### src/rtl/timer_io_arbiter_pkg.sv
// Shared types for the machine-timer IO arbiter: lock state encoding and
// timer word-select codes for the 32-bit mtime/mtimecmp port.
package timer_io_arbiter_pkg;

  typedef enum logic [1:0] {
    UNLOCKED = 2'd0,
    LOCKED0  = 2'd1,
    LOCKED1  = 2'd2
  } arb_state_e;

  localparam logic [1:0] MTIME_LO    = 2'b00;
  localparam logic [1:0] MTIME_HI    = 2'b01;
  localparam logic [1:0] MTIMECMP_LO = 2'b10;
  localparam logic [1:0] MTIMECMP_HI = 2'b11;

endpackage

### src/rtl/timer_arb_lock_counter.sv
// Idle counter for the lock owner: saturating count with clear, flags when
// the count equals LOCK_TIMEOUT.
module timer_arb_lock_counter
  import timer_io_arbiter_pkg::*;
#(
  parameter int LOCK_TIMEOUT = 16,
  parameter int CNT_W        = 5
) (
  input  logic clk,
  input  logic resetb,
  input  logic clr,
  input  logic en,
  output logic term
);

  logic [CNT_W-1:0] cnt;

  // Clear has priority; the count holds at all-ones instead of wrapping.
  always_ff @(posedge clk or negedge resetb) begin
    if (!resetb) begin
      cnt <= '0;
    end else if (clr) begin
      cnt <= '0;
    end else if (en && (cnt != {CNT_W{1'b1}})) begin
      cnt <= cnt + CNT_W'(1);
    end
  end

  assign term = (cnt == CNT_W'(LOCK_TIMEOUT));

endmodule

### src/rtl/timer_io_arbiter.sv
// Round-robin arbiter with hi/lo lock in front of the 32-bit machine-timer port.
// Optional forced lock release via idle timeout: define TIMER_ARB_TIMEOUT_EN.
module timer_io_arbiter
  import timer_io_arbiter_pkg::*;
#(
  parameter int LOCK_TIMEOUT = 16,
  parameter int CNT_W        = 5
) (
  input  logic        clk,
  input  logic        resetb,
  input  logic        r0_req,
  input  logic        r0_we,
  input  logic        r0_lock,
  input  logic [1:0]  r0_addr_3_2,
  input  logic [31:0] r0_din,
  output logic        r0_gnt,
  output logic [31:0] r0_rdata,
  output logic        r0_rvalid,
  input  logic        r1_req,
  input  logic        r1_we,
  input  logic        r1_lock,
  input  logic [1:0]  r1_addr_3_2,
  input  logic [31:0] r1_din,
  output logic        r1_gnt,
  output logic [31:0] r1_rdata,
  output logic        r1_rvalid,
  output logic [1:0]  t_addr_3_2,
  output logic        t_we,
  output logic [31:0] t_din,
  input  logic [31:0] t_dout,
  output logic        lock_timeout
);

  arb_state_e state, state_nxt;
  logic       prio, prio_nxt;
  logic       timeout_fire;
  logic       timeout_nxt;

`ifdef TIMER_ARB_TIMEOUT_EN
  logic locked, owner_req, cnt_term;

  assign locked    = (state != UNLOCKED);
  assign owner_req = (state == LOCKED1) ? r1_req : r0_req;

  // An owner request in the terminal cycle clears the count, so req beats timeout.
  timer_arb_lock_counter #(
    .LOCK_TIMEOUT(LOCK_TIMEOUT),
    .CNT_W       (CNT_W)
  ) u_lock_cnt (
    .clk   (clk),
    .resetb(resetb),
    .clr   (~locked | owner_req | cnt_term),
    .en    (locked & ~owner_req),
    .term  (cnt_term)
  );

  assign timeout_fire = locked & ~owner_req & cnt_term;
`else
  logic unused_cfg;
  assign unused_cfg   = ^{LOCK_TIMEOUT[0], CNT_W[0]};
  assign timeout_fire = 1'b0;
`endif

  always_comb begin
    r0_gnt = 1'b0;
    r1_gnt = 1'b0;
    case (state)
      LOCKED0: r0_gnt = r0_req;
      LOCKED1: r1_gnt = r1_req;
      default: begin
        if (r0_req && r1_req) begin
          r0_gnt = ~prio;
          r1_gnt = prio;
        end else begin
          r0_gnt = r0_req;
          r1_gnt = r1_req;
        end
      end
    endcase
  end

  assign t_addr_3_2 = r1_gnt ? r1_addr_3_2 : r0_addr_3_2;
  assign t_din      = r1_gnt ? r1_din : r0_din;
  assign t_we       = (r0_gnt & r0_we) | (r1_gnt & r1_we);

  // A granted access decides the lock; prio only moves when ownership is given up.
  always_comb begin
    state_nxt   = state;
    prio_nxt    = prio;
    timeout_nxt = 1'b0;
    if (r0_gnt) begin
      state_nxt = r0_lock ? LOCKED0 : UNLOCKED;
      if (!r0_lock) prio_nxt = 1'b1;
    end else if (r1_gnt) begin
      state_nxt = r1_lock ? LOCKED1 : UNLOCKED;
      if (!r1_lock) prio_nxt = 1'b0;
    end else if (timeout_fire) begin
      state_nxt   = UNLOCKED;
      prio_nxt    = (state == LOCKED0);
      timeout_nxt = 1'b1;
    end
  end

  always_ff @(posedge clk or negedge resetb) begin
    if (!resetb) begin
      state        <= UNLOCKED;
      prio         <= 1'b0;
      lock_timeout <= 1'b0;
    end else begin
      state        <= state_nxt;
      prio         <= prio_nxt;
      lock_timeout <= timeout_nxt;
    end
  end

  always_ff @(posedge clk or negedge resetb) begin
    if (!resetb) begin
      r0_rvalid <= 1'b0;
      r0_rdata  <= '0;
      r1_rvalid <= 1'b0;
      r1_rdata  <= '0;
    end else begin
      r0_rvalid <= r0_gnt & ~r0_we;
      r1_rvalid <= r1_gnt & ~r1_we;
      if (r0_gnt && !r0_we) r0_rdata <= t_dout;
      if (r1_gnt && !r1_we) r1_rdata <= t_dout;
    end
  end

endmodule

### config.mk
export PLATFORM = sky130hd
export DESIGN_NAME = timer_io_arbiter
export DESIGN_NICKNAME = d
export VERILOG_FILES = /design/src/rtl/timer_io_arbiter_pkg.sv /design/src/rtl/timer_arb_lock_counter.sv /design/src/rtl/timer_io_arbiter.sv
export SDC_FILE = /design/constraint.sdc
export NUM_CORES = 1
export LEC_CHECK = 0
export ABC_AREA = 1
export CORE_MARGIN = 2
export CORE_UTILIZATION = 40
export CTS_CLUSTER_DIAMETER = 50
export DETAILED_ROUTE_END_ITERATION = 10
export GPL_TIMING_DRIVEN = 1
export PLACE_DENSITY = 0.85
export SYNTH_ARGS = -nofsm -noshare
export SYNTH_HDL_FRONTEND = slang
export SYNTH_HIERARCHICAL = 1
export SYNTH_SLANG_ARGS = --single-unit
### constraint.sdc
create_clock -name clk -period 4.1 [get_ports clk]
set_input_delay 0.82 -clock clk [delete_from_list [all_inputs] [get_ports clk]]
set_output_delay 0.82 -clock clk [all_outputs]
set_load 0.1 [all_outputs]
* Word-level counts from Yosys, hierarchy flattened
Index checks and enable logic that the tools add are counted.
** Operators by class
- Mux-type cells :: 14
- Order comparisons :: 0
- Add/sub/neg operators :: 0
- Eq/ne operators :: 4
- Divide/modulo/power cells :: 0
- Shifts and indexed selects :: 0
- Reduce and logical (&&, ||, !) cells :: 7
- Multiply operators :: 0
- Bitwise gates (word level) :: 8
** Operators with widths (count)
- $mux 32 :: 1
- $mux 2 :: 4
- $mux 1 :: 7
- $and 1x1->1 :: 4
- $ne 2x2->1 const B :: 2
- $pmux 1 s2 :: 2
- $logic_and 1x1->1 :: 3
- $not 1->1 :: 3
- $reduce_and 3->1 :: 1
- $eq 2x1->1 const B :: 1
- $eq 2x2->1 const B :: 1
- $logic_not 1->1 :: 2
- $reduce_bool 2->1 :: 1
- $or 1x1->1 :: 1
** Word-level totals
- ROM bits :: 0
- Output and inout port bits :: 104
- Memories kept :: 0
- Latch bits :: 0
- Bits in registers :: 69
- RAM bits :: 0

* Longest topological paths before layout
Gate-level depths: netlist of the first run.
- Depth after elaboration :: 5
- Depth in mapped cells :: 11

* Worst setup path before layout of the first run
Ideal clock, no wire load.
- Path kind :: in2out
- Start point :: input r0_req
- End point :: output t_we
- Slack :: 552 ps
- Arrival :: 2728 ps
- Stages :: 6
- Path through :: inv_1 -> nor2_1 -> nand2_1 -> nand2_2 -> clkbuf_1 -> o22ai_1
** On the way
- Longest elaborated chain between the ends :: 5
- Elaborated cells between the ends (all ways) :: 8
** RTL lines
- from (decl) :: line timer_io_arbiter.sv:11 : input logic r0_req,
- $logic_and 1x1->1 :: line timer_io_arbiter.sv:71 : if (r0_req && r1_req) begin
- $mux 1 :: line timer_io_arbiter.sv:71
- $pmux 1 s2 :: line timer_io_arbiter.sv:67 : case (state)
- $and 1x1->1 :: line timer_io_arbiter.sv:84 : assign t_we = (r0_gnt & r0_we) | (r1_gnt & r1_we);
- $or 1x1->1 * :: line timer_io_arbiter.sv:84
- to (decl) :: line timer_io_arbiter.sv:28 : output logic t_we,
Mark *: on every way between the ends. The rest lies on a longest branch, timed or not.

* Final worst setup path of the first run
- Start point :: input r0_req
- End point :: output t_addr_3_2[1]
** On the way
- Longest elaborated chain between the ends :: 4
** RTL lines
- $logic_and 1x1->1 :: line timer_io_arbiter.sv:71
- $mux 1 :: line timer_io_arbiter.sv:71
- $pmux 1 s2 :: line timer_io_arbiter.sv:67
- $mux 2 :: line timer_io_arbiter.sv:82 : assign t_addr_3_2 = r1_gnt ? r1_addr_3_2 : r0_addr_3_2;
- to (decl) :: line timer_io_arbiter.sv:27 : output logic [1:0] t_addr_3_2,
Every way passes these cells.

==> impl_metrics.toml, run 1 <==
[clock_network]
cts_tree = "done"
cts_sinks = 69
cts-resized-gates = 0
numCtsBuffers = 9
cts_hold_buf = 0
clk_path_buf_depth = 2
cts.clk_slew.worst_paths_ns = 0.07
cts-root-buf = "clkbuf_8"
post-cts-setup-buffer-count = 0
htree_levels = 3
worstSkewPairLatency_ns = 0.33

[timing]
fmax_mhz = 293
rsz0062_at_grt = "false"
fin_crit_ns = 3.41
fin_crit_sh = 0.831
worst_pin_slew_ns = 1.06
relSlewSlack = 0.289
fin_ws_ns = 0.692
slew_viol_final = 0
tns_ns = 0
setup_viol = 0
hold_violations = 0
fin_skew_ns = 0.00359

[job]
maxCapViolCount = 0

[setup_path]
cp.arrival_ns = 2.59
required_ns = 3.28
cp_max_fo = 36
startpoint_type = "input pin"
worstRegToRegCells = 10
setup.worst_path.end_class = "output port"
critPathKind = "input pin to output port"

[yosys]
yosys_warnings = 6
synth_top_family_by_area = "simple AND/OR/NAND/NOR gates"
synthTopCellsByArea = "dfrtp_1, nand2_1, o21ai_2, inv_1, buf_6"
syn_inst = 391
yosysSeqAreaShare = 0.520
synth.top_cell.area_share = 0.520
syn_avg_cell_area_sq_um = 8.49
synth-simple-area-share = 0.217
synth_compound_area_frac = 0.150
synthFlopType = "dfrtp_1"
synthMostInstantiatedCell = "nand2_1"
synthesis.area_sq_um = 3320
synth_nets = 501
synthMuxAreaShare = 0
ys_ff_latch = 69
synth_xor_area_frac = 0
synth_cell_type_count = 20
synth_fa_ha_area_frac = 0.00754
synth_edf_count = 0
synth.largest_area_cell = "dfrtp_1"
yosys-top-cells-count = "nand2_1, dfrtp_1, o21ai_2, inv_1, o21ai_1"
synthArstFlopShare = 1.00

[route]
drt-total-wl_um = 10300
drt_iter0_drc = 98
vias_per_cell = 4.63
drtAntennaViolNets = 0
route.vias.total = 3266
wl_per_cell_um = 14.7
drc = 0
firstDrtPassIters = 4

[grt]
grt_pass1_wl_um = 15700
grt_max_degree = 66
grt_overflow = 0
grt_use_total = 0.230
grt_pass1_vias = 3227
antenna_found_initial = 0

[placed_design]
numPortBuffers = 210
dp_hpwl_um = 8320
dp_slack_ns = 0.664
routabilityCongestion = 0.892

[floorplanning]
num_io_pins = 212
dieArea_sq_um = 9050
core_area_sq_um = 8130
dieHeight_um = 95.1
die_x_um = 95.1
start_util = 0.408
rows = 33

[finish]
diodes = 0
finalNetCount = 705
drive_gt1_frac = 0.180
syn_to_final_growth_pct = 79.9

[worst_hold_path]
whs_path_depth = 2
hp-class = "flip-flop to flip-flop"

[run_status]
outcome = "completed"
==> path summary, 6_finish.rpt <==
kind	from	end	slack, ns
max in group asynchronous	resetb	r0_rdata[14]$_DFFE_PN0P_	2.63
worst max register to register	state[0]$_DFFE_PN0P_	r1_rdata[22]$_DFFE_PN0P_	1.86
worst max-delay path	r0_req	t_addr_3_2[1]	0.69
worst min register to register	r0_rdata[8]$_DFFE_PN0P_	r0_rdata[8]$_DFFE_PN0P_	0.48
worst min-delay path	r0_rdata[8]$_DFFE_PN0P_	r0_rdata[8]$_DFFE_PN0P_	0.48
min in group asynchronous	resetb	r0_rdata[8]$_DFFE_PN0P_	0.54
==> stage by stage <==
step / hold WS, ns / instances / cell area [sq um] / util
6_report: 0.482 / 705 / 5970 / 0.734
5_1_grt: 0.510 / 705 / 5970 / 0.734
4_1_cts: 0.485 / 705 / 5970 / 0.734
3_3_place_gp: 0.463 / 689 / 5770 / 0.710
3_5_place_dp: 0.469 / 689 / 5770 / 0.710
2_1_floorplan: 0.463 / 391 / 3320 / -
==> area by class of cell <==
cell class	count	area [sq um]
inverter	43	164
sequential	69	1730
fill	552	2160
clock buffer	10	138
clock inverter	6	61.3
multi-input combinational	257	1250
timing repair buffer	215	2500
tap	105	131
==> metal layers <==
metal | part of all wire | track usage | vias to the layer above | wire length, um
met2 | 0.53 | 0.434 | 145 | 5530
li1 | - | - | 1603 | -
met1 | 0.35 | 0.235 | 1501 | 3630
met3 | 0.085 | 0.0680 | 17 | 882
met5 | 0 | 0 | - | 0
met4 | 0.029 | 0.0942 | 0 | 296
==> placed cells by master (no fill, tap or decap) <==
cell type	count
nand3_1	4
clkbuf_8	10
inv_2	1
clkdlybuf4s50_1	172
o22ai_1	1
buf_4	5
nand2_2	3
nand2_1	176
clkinv_2	3
o21ai_1	13
clkinvlp_4	1
inv_1	41
ha_1	2
o21ai_0	10
inv_6	1
dfrtp_1	69
inv_4	1
nor2_1	3
buf_2	1
conb_1	1
o21ai_2	43
nand3_2	1
bufinv_16	1
buf_12	37
==> state kept, by name (all words and copies together), names as in the netlist <==
| name | cells |
|---|---|
| prio | 1 |
| r1_rdata | 32 |
| r1_rvalid | 1 |
| r0_rvalid | 1 |
| state | 2 |
| r0_rdata | 32 |
==> worst max-delay path, stage by stage <==
cell	delay, ns
clkdlybuf4s50_1	0.49
inv_1	0.06
nor2_1	0.12
nand2_1	0.09
nand2_2	0.32
inv_4	0.24
nand2_1	0.11
nand2_1	0.13
buf_12	0.20
==> logic make-up (layout without fill, tap and decap cells) <==
| logic type | count (synthesis) | in the layout |
|---|---|---|
| simple gates | 187 | 187 |
| flops | 69 | 69 |
| compound gates | 67 | 67 |
| buf+inv | 65 | 274 |
| fa+ha+maj | 2 | 2 |
| other cells | 1 | 1 |
Power of run 1 is not shown: default switching activity piles up to over one toggle a cycle in this logic, so the estimate is an artifact.
==> run 2: changes to the inputs <==
--- a/config.mk
+++ b/config.mk
@@ -7,11 +7,11 @@
 export LEC_CHECK = 0
 export ABC_AREA = 1
 export CORE_MARGIN = 2
-export CORE_UTILIZATION = 40
+export CORE_UTILIZATION = 37
 export CTS_CLUSTER_DIAMETER = 50
 export DETAILED_ROUTE_END_ITERATION = 10
 export GPL_TIMING_DRIVEN = 1
-export PLACE_DENSITY = 0.85
+export PLACE_DENSITY = 0.79
 export SYNTH_ARGS = -nofsm -noshare
 export SYNTH_HDL_FRONTEND = slang
 export SYNTH_HIERARCHICAL = 1
==> constraint.sdc (replaced) <==
create_clock -name clk -period 3.4 [get_ports clk]
set_input_delay 0.68 -clock clk [delete_from_list [all_inputs] [get_ports clk]]
set_output_delay 0.68 -clock clk [all_outputs]
set_load 0.1 [all_outputs]
==> run 2 against run 1 <==
Routed wire length up 1.1%. First-iteration DRC count grew 68%. Die area rose by 7.8%. Flip-flop and latch count did not move. Design area is 1.0% lower. Global-route usage down 1.1 points. Non-clock buffer count stayed put. Cell count up 0.43%. Critical endpoint unchanged.
==> impl_metrics.toml, run 2 (synthesis gave the netlist of run 1 again) <==
[clock_network]
cts-root-buf = "clkbuf_8"
post-cts-setup-buffer-count = 0
cts_sinks = 69
cts-resized-gates = 0
htree_levels = 3
cts_tree = "done"
cts_hold_buf = 0
worstSkewPairLatency_ns = 0.34
numCtsBuffers = 9
cts.clk_slew.worst_paths_ns = 0.08
clk_path_buf_depth = 2

[worst_hold_path]
min_from = "r0_rdata[17]$_DFFE_PN0P_"
hp-class = "flip-flop to flip-flop"

[finish]
reg_top3 = "r0_rdata: 32 flops, r1_rdata: 32 flops, state: 2 flops"
layout_common_cells = "nand2_1, clkdlybuf4s50_1, dfrtp_1, o21ai_2, inv_1"
syn_to_final_growth_pct = 78.1
seq_area_sq_um = 1730
final_common_cell = "nand2_1"
diodes = 0
final_cell_area_sq_um = 5910
multi_input_area_sq_um = 1250
finalNetCount = 705
drive_gt1_frac = 0.222
num-fill-cells = 671

[setup_path]
cp-startpoint = "r0_req"
required_ns = 2.72
cp.arrival_ns = 2.39
setup.worst_path.end_class = "output port"
startpoint_type = "input pin"
critPathKind = "input pin to output port"
cp_max_fo = 32
regToRegStartpoint = "state[0]$_DFFE_PN0P_"

[route]
drc = 0
firstDrtPassIters = 4
drt-total-wl_um = 10400
drtAntennaViolNets = 0
route.vias.total = 3251
drt_iter0_drc = 165
vias_per_cell = 4.59
wl_per_cell_um = 14.8

[timing]
fin_ws_ns = 0.329
rsz0062_at_grt = "false"
hold_violations = 0
setup_viol = 0
relSlewSlack = 0.341
fin_crit_ns = 3.07
fin_skew_ns = 0.0122
tns_ns = 0
fin_crit_sh = 0.903
fmax_mhz = 326
slew_viol_final = 0
worst_pin_slew_ns = 0.986

[floorplanning]
rows = 34
dieArea_sq_um = 9750
core_area_sq_um = 8720
num_io_pins = 212
die_x_um = 98.7
dieHeight_um = 98.7
start_util = 0.381

[grt]
grt_overflow = 0
grt_pass1_vias = 3376
grt_max_degree = 66
antenna_found_initial = 0
grt_pass1_wl_um = 16800
grt_use_total = 0.220

[placed_design]
dp_slack_ns = 0.319
routabilityCongestion = 0.900
numPortBuffers = 210
dp_hpwl_um = 8440
placedInstanceArea_sq_um = 5720

[run_status]
outcome = "completed"

[job]
maxCapViolCount = 0
-- run 2: critical path, cell delays in order --
cell	delay (ns)
clkdlybuf4s50_1	0.49
inv_1	0.06
nor2_1	0.10
nand2_1	0.07
nand2_2	0.15
buf_4	0.33
nand2_1	0.09
nand2_1	0.20
buf_12	0.21
-- run 2: through the flow --
stage / std cells / hold slack, ns / utilization
after floorplan: 391 / 0.384 / -
after global placement: 692 / 0.466 / 0.655
after detailed placement: 692 / 0.466 / 0.655
after CTS: 708 / 0.485 / 0.678
after global routing: 708 / 0.508 / 0.678
final: 708 / 0.482 / 0.678
-- run 2: final cells by class --
cell class,count,area share
clock buffer,9,0.0209
multi-input combinational,257,0.211
sequential,69,0.292
clock inverter,7,0.0125
tap,108,0.0229
inverter,43,0.0277
timing repair buffer,215,0.413
-- run 2: routing by layer --
metal | up-vias | global-route usage | share of wire | wire (um)
met2 | 163 | 0.405 | 0.52 | 5480
met1 | 1462 | 0.240 | 0.37 | 3820
met4 | 0 | 0.0896 | 0.032 | 337
met5 | - | 0 | 0 | 0
met3 | 21 | 0.0546 | 0.077 | 807
li1 | 1605 | - | - | -
-- run 2: path summary, 6_finish.rpt --
path	endpoint	slack [ns]	depth (start not counted)
worst max-delay path	t_addr_3_2[1]	0.33	9
worst min-delay path	r0_rdata[17]$_DFFE_PN0P_	0.48	2
worst max register to register	r1_rdata[0]$_DFFE_PN0P_	1.32	10
worst min register to register	r0_rdata[17]$_DFFE_PN0P_	0.48	2
max in group asynchronous	r1_rdata[26]$_DFFE_PN0P_	2.03	2
min in group asynchronous	r1_rdata[11]$_DFFE_PN0P_	0.49	1
Power of run 2 is left out for the same reason.
==> run 3: changes to the inputs <==
--- a/config.mk
+++ b/config.mk
@@ -8,6 +8,7 @@
 export ABC_AREA = 1
 export CORE_MARGIN = 2
 export CORE_UTILIZATION = 37
+export CTS_BUF_LIST = sky130_fd_sc_hd__clkbuf_8 sky130_fd_sc_hd__clkbuf_16
 export CTS_CLUSTER_DIAMETER = 50
 export DETAILED_ROUTE_END_ITERATION = 10
 export GPL_TIMING_DRIVEN = 1
==> results of run 3 <==
No change in the layout: final DEF, timing and power equal those of run 2.
Power of run 3 is left out for the same reason.
